[config.mk]
export PLATFORM = sky130hd
export DESIGN_NAME = encoder_4_x_2_seq_flat
export DESIGN_NICKNAME = d
export VERILOG_FILES = /design/src/rtl/encoder_4_x_2_seq_pkg.sv /design/src/rtl/encoder_4_x_2_seq_if.sv /design/src/rtl/encoder_4_x_2_seq_prio_pick.sv /design/src/rtl/encoder_4_x_2_seq.sv /design/src/flat_wrapper.sv
export SDC_FILE = /design/constraint.sdc
export NUM_CORES = 1
export LEC_CHECK = 0
export CORE_AREA = 2 2 39 41
export CTS_CLUSTER_SIZE = 16
export DETAILED_ROUTE_END_ITERATION = 12
export DIE_AREA = 0 0 41 43
export HOLD_SLACK_MARGIN = 0.06
export SETUP_SLACK_MARGIN = 0.05
export SLEW_MARGIN = 40
export SYNTH_ARGS = -nofsm -noshare
export SYNTH_HDL_FRONTEND = slang
export SYNTH_HIERARCHICAL = 1
export SYNTH_SLANG_ARGS = --single-unit
[constraint.sdc]
create_clock -name clk -period 1.6 [get_ports clk]
set_input_delay 0.48 -clock clk [delete_from_list [all_inputs] [get_ports clk]]
set_output_delay 0.48 -clock clk [all_outputs]
set_load 0.005 [all_outputs]
[src/rtl/encoder_4_x_2_seq_pkg.sv]
// rtl/encoder_4_x_2_seq_pkg.sv - shared types and constants for the 4x2 sequential priority encoder
package encoder_pkg;

    localparam int N_REQ = 4;
    localparam int IDX_W = 2;

    typedef enum logic {
        IDLE    = 1'b0,
        PRESENT = 1'b1
    } state_t;

    // Request index i is presented as {A,B} = i, mirroring the 2x4 decoder.
    function automatic logic [1:0] idx_to_code(input logic [IDX_W-1:0] idx);
        return {idx[1], idx[0]};
    endfunction

endpackage

[src/rtl/encoder_4_x_2_seq_if.sv]
// rtl/encoder_4_x_2_seq_if.sv - request/code handshake bundle for encoder_4_x_2_seq
interface encoder_4_x_2_seq_if;

    logic       enable;
    logic [0:3] D;
    logic       ready;
    logic       A;
    logic       B;
    logic       valid;
    logic       GS;

    modport master (
        input  enable,
        input  D,
        input  ready,
        output A,
        output B,
        output valid,
        output GS
    );

    modport slave (
        output enable,
        output D,
        output ready,
        input  A,
        input  B,
        input  valid,
        input  GS
    );

endinterface

[src/rtl/encoder_4_x_2_seq_prio_pick.sv]
// rtl/encoder_4_x_2_seq_prio_pick.sv - combinational first-set search over 4 requests, starting at a given index
module prio_pick
    import encoder_pkg::*;
(
    input  logic [N_REQ-1:0] req,
    input  logic [IDX_W-1:0] start,
    output logic [IDX_W-1:0] idx,
    output logic             found
);

    // Walk offsets from the far end back to start so the nearest set bit wins.
    always_comb begin
        idx   = start;
        found = 1'b0;
        for (int k = N_REQ - 1; k >= 0; k--) begin
            if (req[start + IDX_W'(k)]) begin
                idx   = start + IDX_W'(k);
                found = 1'b1;
            end
        end
    end

endmodule

[src/rtl/encoder_4_x_2_seq.sv]
// rtl/encoder_4_x_2_seq.sv - registered 4-to-2 priority encoder with sticky pending requests and valid/ready output
// Optional ROUND_ROBIN_EN: rotating search start instead of fixed LOW_IDX_FIRST priority.
module encoder_4_x_2_seq
    import encoder_pkg::*;
#(
    parameter int LOW_IDX_FIRST = 1
)
(
    input  logic                   clk,
    input  logic                   rst,
    encoder_4_x_2_seq_if.master    bus
);

    state_t             state_q;
    state_t             state_d;
    logic [N_REQ-1:0]   pending_q;
    logic [N_REQ-1:0]   pending_d;
    logic [IDX_W-1:0]   code_q;
    logic [IDX_W-1:0]   code_d;
    logic               gs_q;
    logic               gs_d;

    logic [N_REQ-1:0]   req_set;
    logic               accept;
    logic [N_REQ-1:0]   pick_req;
    logic [IDX_W-1:0]   pick_start;
    logic [IDX_W-1:0]   pick_idx;
    logic               pick_found;
    logic [IDX_W-1:0]   win_idx;

    // D is declared [0:3]; fold it into the [3:0] pending order here.
    assign req_set = {~bus.D[3], ~bus.D[2], ~bus.D[1], ~bus.D[0]} & {N_REQ{~bus.enable}};
    assign accept  = (state_q == PRESENT) && bus.ready;

`ifdef ROUND_ROBIN_EN
    logic [IDX_W-1:0] ptr_q;
    logic [IDX_W-1:0] ptr_d;

    assign pick_req   = pending_q;
    assign pick_start = ptr_q;
    assign win_idx    = pick_idx;

    always_comb begin
        ptr_d = ptr_q;
        if (accept) begin
            ptr_d = code_q + IDX_W'(1);
        end
    end

    always_ff @(posedge clk) begin
        if (rst) begin
            ptr_q <= '0;
        end else begin
            ptr_q <= ptr_d;
        end
    end
`else
    // High-index-first reuses the same search on a bit-reversed vector.
    assign pick_start = '0;
    assign pick_req   = (LOW_IDX_FIRST != 0) ? pending_q
                                             : {pending_q[0], pending_q[1], pending_q[2], pending_q[3]};
    assign win_idx    = (LOW_IDX_FIRST != 0) ? pick_idx : ~pick_idx;
`endif

    prio_pick u_pick (
        .req   (pick_req),
        .start (pick_start),
        .idx   (pick_idx),
        .found (pick_found)
    );

    // Clear the served bit before OR-ing new requests so a same-edge re-request survives.
    always_comb begin
        pending_d = pending_q;
        if (accept) begin
            pending_d[code_q] = 1'b0;
        end
        pending_d = pending_d | req_set;
        gs_d      = ~|pending_d;
    end

    always_ff @(posedge clk) begin
        if (rst) begin
            state_q   <= IDLE;
            pending_q <= '0;
            code_q    <= '0;
            gs_q      <= 1'b1;
        end else begin
            state_q   <= state_d;
            pending_q <= pending_d;
            code_q    <= code_d;
            gs_q      <= gs_d;
        end
    end

    always_comb begin
        state_d = state_q;
        code_d  = code_q;
        unique case (state_q)
            IDLE: begin
                if (pick_found) begin
                    state_d = PRESENT;
                    code_d  = idx_to_code(win_idx);
                end
            end
            PRESENT: begin
                if (bus.ready) begin
                    state_d = IDLE;
                end
            end
            default: state_d = IDLE;
        endcase
    end

    always_comb begin
        bus.valid = (state_q == PRESENT);
        bus.A     = code_q[1];
        bus.B     = code_q[0];
        bus.GS    = gs_q;
    end

endmodule

[src/flat_wrapper.sv]
// flat-port wrapper written by rule: the top's interface ports become plain ports
module encoder_4_x_2_seq_flat import encoder_pkg::*;
#(
    parameter int LOW_IDX_FIRST = 1
)
  (clk, rst, bus_enable, bus_D, bus_ready, bus_A, bus_B, bus_valid, bus_GS);
  encoder_4_x_2_seq_if bus_i ();
  input  logic clk;
  input  logic rst;
  input wire logic [$bits(bus_i.enable)-1:0] bus_enable;
  input wire logic [$bits(bus_i.D)-1:0] bus_D;
  input wire logic [$bits(bus_i.ready)-1:0] bus_ready;
  output wire logic [$bits(bus_i.A)-1:0] bus_A;
  output wire logic [$bits(bus_i.B)-1:0] bus_B;
  output wire logic [$bits(bus_i.valid)-1:0] bus_valid;
  output wire logic [$bits(bus_i.GS)-1:0] bus_GS;
  assign bus_i.enable = bus_enable;
  assign bus_i.D = bus_D;
  assign bus_i.ready = bus_ready;
  assign bus_A = bus_i.A;
  assign bus_B = bus_i.B;
  assign bus_valid = bus_i.valid;
  assign bus_GS = bus_i.GS;
  encoder_4_x_2_seq #(.LOW_IDX_FIRST(LOW_IDX_FIRST)) u_core (.clk(clk), .rst(rst), .bus(bus_i));
endmodule
==> out/metrics.yaml <==
synth_top_cells_by_area: "dfxtp_1, nor2_1, a21oi_1"
timing.critical_path.to_type: "flop"
worstPathMaxFanout: 5
postPlaceCellArea_um2: 564
yosys.area_share.xor_xnor: 0
min-delay-path-class: "reg -> reg"
crit_path_top_delay_cell: "clkdlybuf4s50_1"
drt_drc_violations_left: 0
cp_cell_sequence: "clkdlybuf4s50_1 > nand4b_1 > a21oi_1 > a41o_1"
power_frac_clock: 0.287
critPathKind: "in -> reg"
critical_path.top_delay_family: "buffers and inverters"
fin_clk_skew_ns: 0.00281
irDropWorstVdd_mv: 0.533
die_area_um2: 1760
drt_iter0_drc: 29
required_arrival_time_at_the_worst_endpoint_ns: 1.79
multiInputGateArea_um2: 267
power_switching_share: 0.266
power_per_cell_area_nw_per_um2: 862
viasPerCell: 4.58
outcome: "complete, no violations"
sequentialPowerShare: 0.469
slew_viol_final: 0
report.final.hold_viol_count: 0
dp.final_hpwl_um: 702
worstPathBufferInverterCount: 1
clk_latency_ns: 0.25
finalCritPeriodShare: 0.865
cts_num_sinks: 8
synth_top_family_by_area: "simple AND/OR/NAND/NOR gates"
final.setup.tns_ns: 0
power.switching_uw: 138
htreeDepth: 1
dieHeight_um: 43
finalInstanceArea_um2: 603
cts_inserted_buffers: 3
post_layout_nonfiller_instances: 88
combinationalPowerShare: 0.244
grt_pass1_vias: 354
global_route_wire_length_before_repair_um: 1520
final.min_clock_period_ns: 1.38
route.antenna.remaining_nets: 0
yosysWarnings: 6
yosys-mux-area-fraction: 0.0486
place_ws_ns: -0.0125
drv_cap: 0
post_synthesis_register_bit_count: 8
postLayoutCoreUtil: 0.436
internal_power_uw: 382
cts-root-buf: "clkbuf_4"
mean_instance_size_in_the_synthesized_netlist_um2: 8.07
drive_above_1_share: 0.153
syn-cell-area_um2: 412
effective_utilization_at_floorplan: 0.297
setup_repair_after_global_routing_missed_its_margin: "no"
startpoint_type: "primary input"
placement_rows: 14
synth.yosys.seq_area_share: 0.389
overflow_left_after_global_routing: 0
setup-violations-final: 0
worst_setup_hold_path_clk_slew_ns: 0.05
grt_antenna_before_repair: 0
cp_slowest_stage_delay_ns: 0.55
grt_util_all_layers: 0.131
yosys.area.top_type_share: 0.389
layout.filler_cells: 150
die_width_um: 41
synthDominantAreaCellType: "dfxtp_1"
total_design_power_uw: 520
fin_nets: 82
syn_inst: 51
via_count: 403
area.sequential_um2: 166
tritoncts: "done"
drt_pass1_iterations: 4
design.core.area_um2: 1380
clock_path_buffers: 2
areaGrowthSynthToFinish_pct: 46.5
ios: 12
fmaxAchievable_mhz: 723
synth_compound_area_frac: 0.170
dpl.cell_count: 84
critPathArrivalTime_ns: 1.58
drt-total-wl_um: 963
count_of_port_buffers_added_during_placement: 11
yosys.area_share.simple: 0.356
routabilityCongestion: 0.786
yosys.cell_types.count: 20
p_leak_nw: 0.293
layout_setup_ws_ns: 0.216
hold-worst-slack_ns: 0.551
yosys.area_share.adder: 0
avgRoutedWirePerCell_um: 10.9
largest_net_degree_at_the_start_of_global_routing: 9
diode_count: 0
postCtsHoldBufs: 0
## layer usage
| layer | share of wire | wire length, um | vias to the layer above | GRT usage |
|---|---|---|---|---|
| met5 | 0 | 0 | - | 0 |
| met2 | 0.45 | 434 | 12 | 0.163 |
| li1 | - | - | 216 | - |
| met3 | 0.045 | 43 | 0 | 0.0314 |
| met4 | 0 | 0 | 0 | 0.100 |
| met1 | 0.50 | 485 | 175 | 0.186 |
## cells by family (layout without fill, tap and decap cells)
logic type / count (synthesis) / count (layout)
mux: 2 / 2
compound gates: 11 / 11
simple gates: 26 / 26
buf+inv: 3 / 17
other cells: 1 / 8
flops: 8 / 8
## final timing paths
path	cells past startpoint	to	slack, ns	from
max	4	u_core/bus.GS	0.22	bus_ready
min reg2reg	2	u_core/bus.valid	0.55	u_core/bus.valid
min	2	u_core/bus.valid	0.55	u_core/bus.valid
max reg2reg	5	u_core/code_q[1]	0.22	u_core/pending_q[0]
## flip-flops by register name, indices dropped and copies added, names as in the netlist
register,count
u_core/pending_q,4
u_core/bus.valid,1
u_core/bus.GS,1
u_core/code_q,2
## synthesized netlist by cell type, drive strengths merged
master,n
nand2,2
nand4b,2
nand4,1
a41o,1
a2bb2oi,1
inv,2
buf,1
nand4bb,1
and2b,4
dfxtp,8
nor2,13
or4,1
o21ai,2
conb,1
o221a,1
nor3,1
a21oi,6
and3b,1
mux2i,2
## cells in the final DEF (no fill, tap or decap), types with 2 or more instances in the layout
| cell type | synthesis | final |
|---|---|---|
| inv_1 | 2 | 2 |
| clkdlybuf4s50_1 | 0 | 7 |
| dlymetal6s2s_1 | 0 | 2 |
| clkbuf_4 | 0 | 3 |
| dfxtp_1 | 8 | 5 |
| a21oi_1 | 6 | 6 |
| nand2_1 | 2 | 2 |
| and2b_2 | 3 | 3 |
| conb_1 | 1 | 8 |
| dlygate4sd2_1 | 0 | 2 |
| nor2_1 | 13 | 13 |
| o21ai_0 | 2 | 2 |
| nand4b_1 | 2 | 2 |
| dfxtp_2 | 0 | 2 |
| mux2i_1 | 2 | 2 |
## final cells by class
class	instances	share of cell area
clock buffer	3	0.0373
inverter	2	0.0124
multi-input combinational	47	0.442
sequential	8	0.276
tap	16	0.0332
timing repair buffer	12	0.199
## repair_timing
action	CTS	global route
gates resized for setup	6	2
pin swaps	0	0
setup endpoints to repair	3	2
endpoints found under the hold margin	0	0
buffers inserted	1	0
## worst min-delay path, delay by kind of cell, from the launching register on
family          cells  cell delay, ns
flops               1            0.37
simple gates        1            0.08
compound gates      1            0.07
## power by group through the flow
stage	Combinational [mW]	Clock, mW	Sequential [mW]
3_5_place_dp	0.124	0	0.248
4_1_cts	0.128	0.156	0.243
5_1_grt	0.141	0.166	0.247
2_1_floorplan	0.0709	0	0.242
6_report	0.127	0.149	0.244
3_3_place_gp	0.125	0	0.248
No activity file was read; power rests on OpenSTA's default activity.
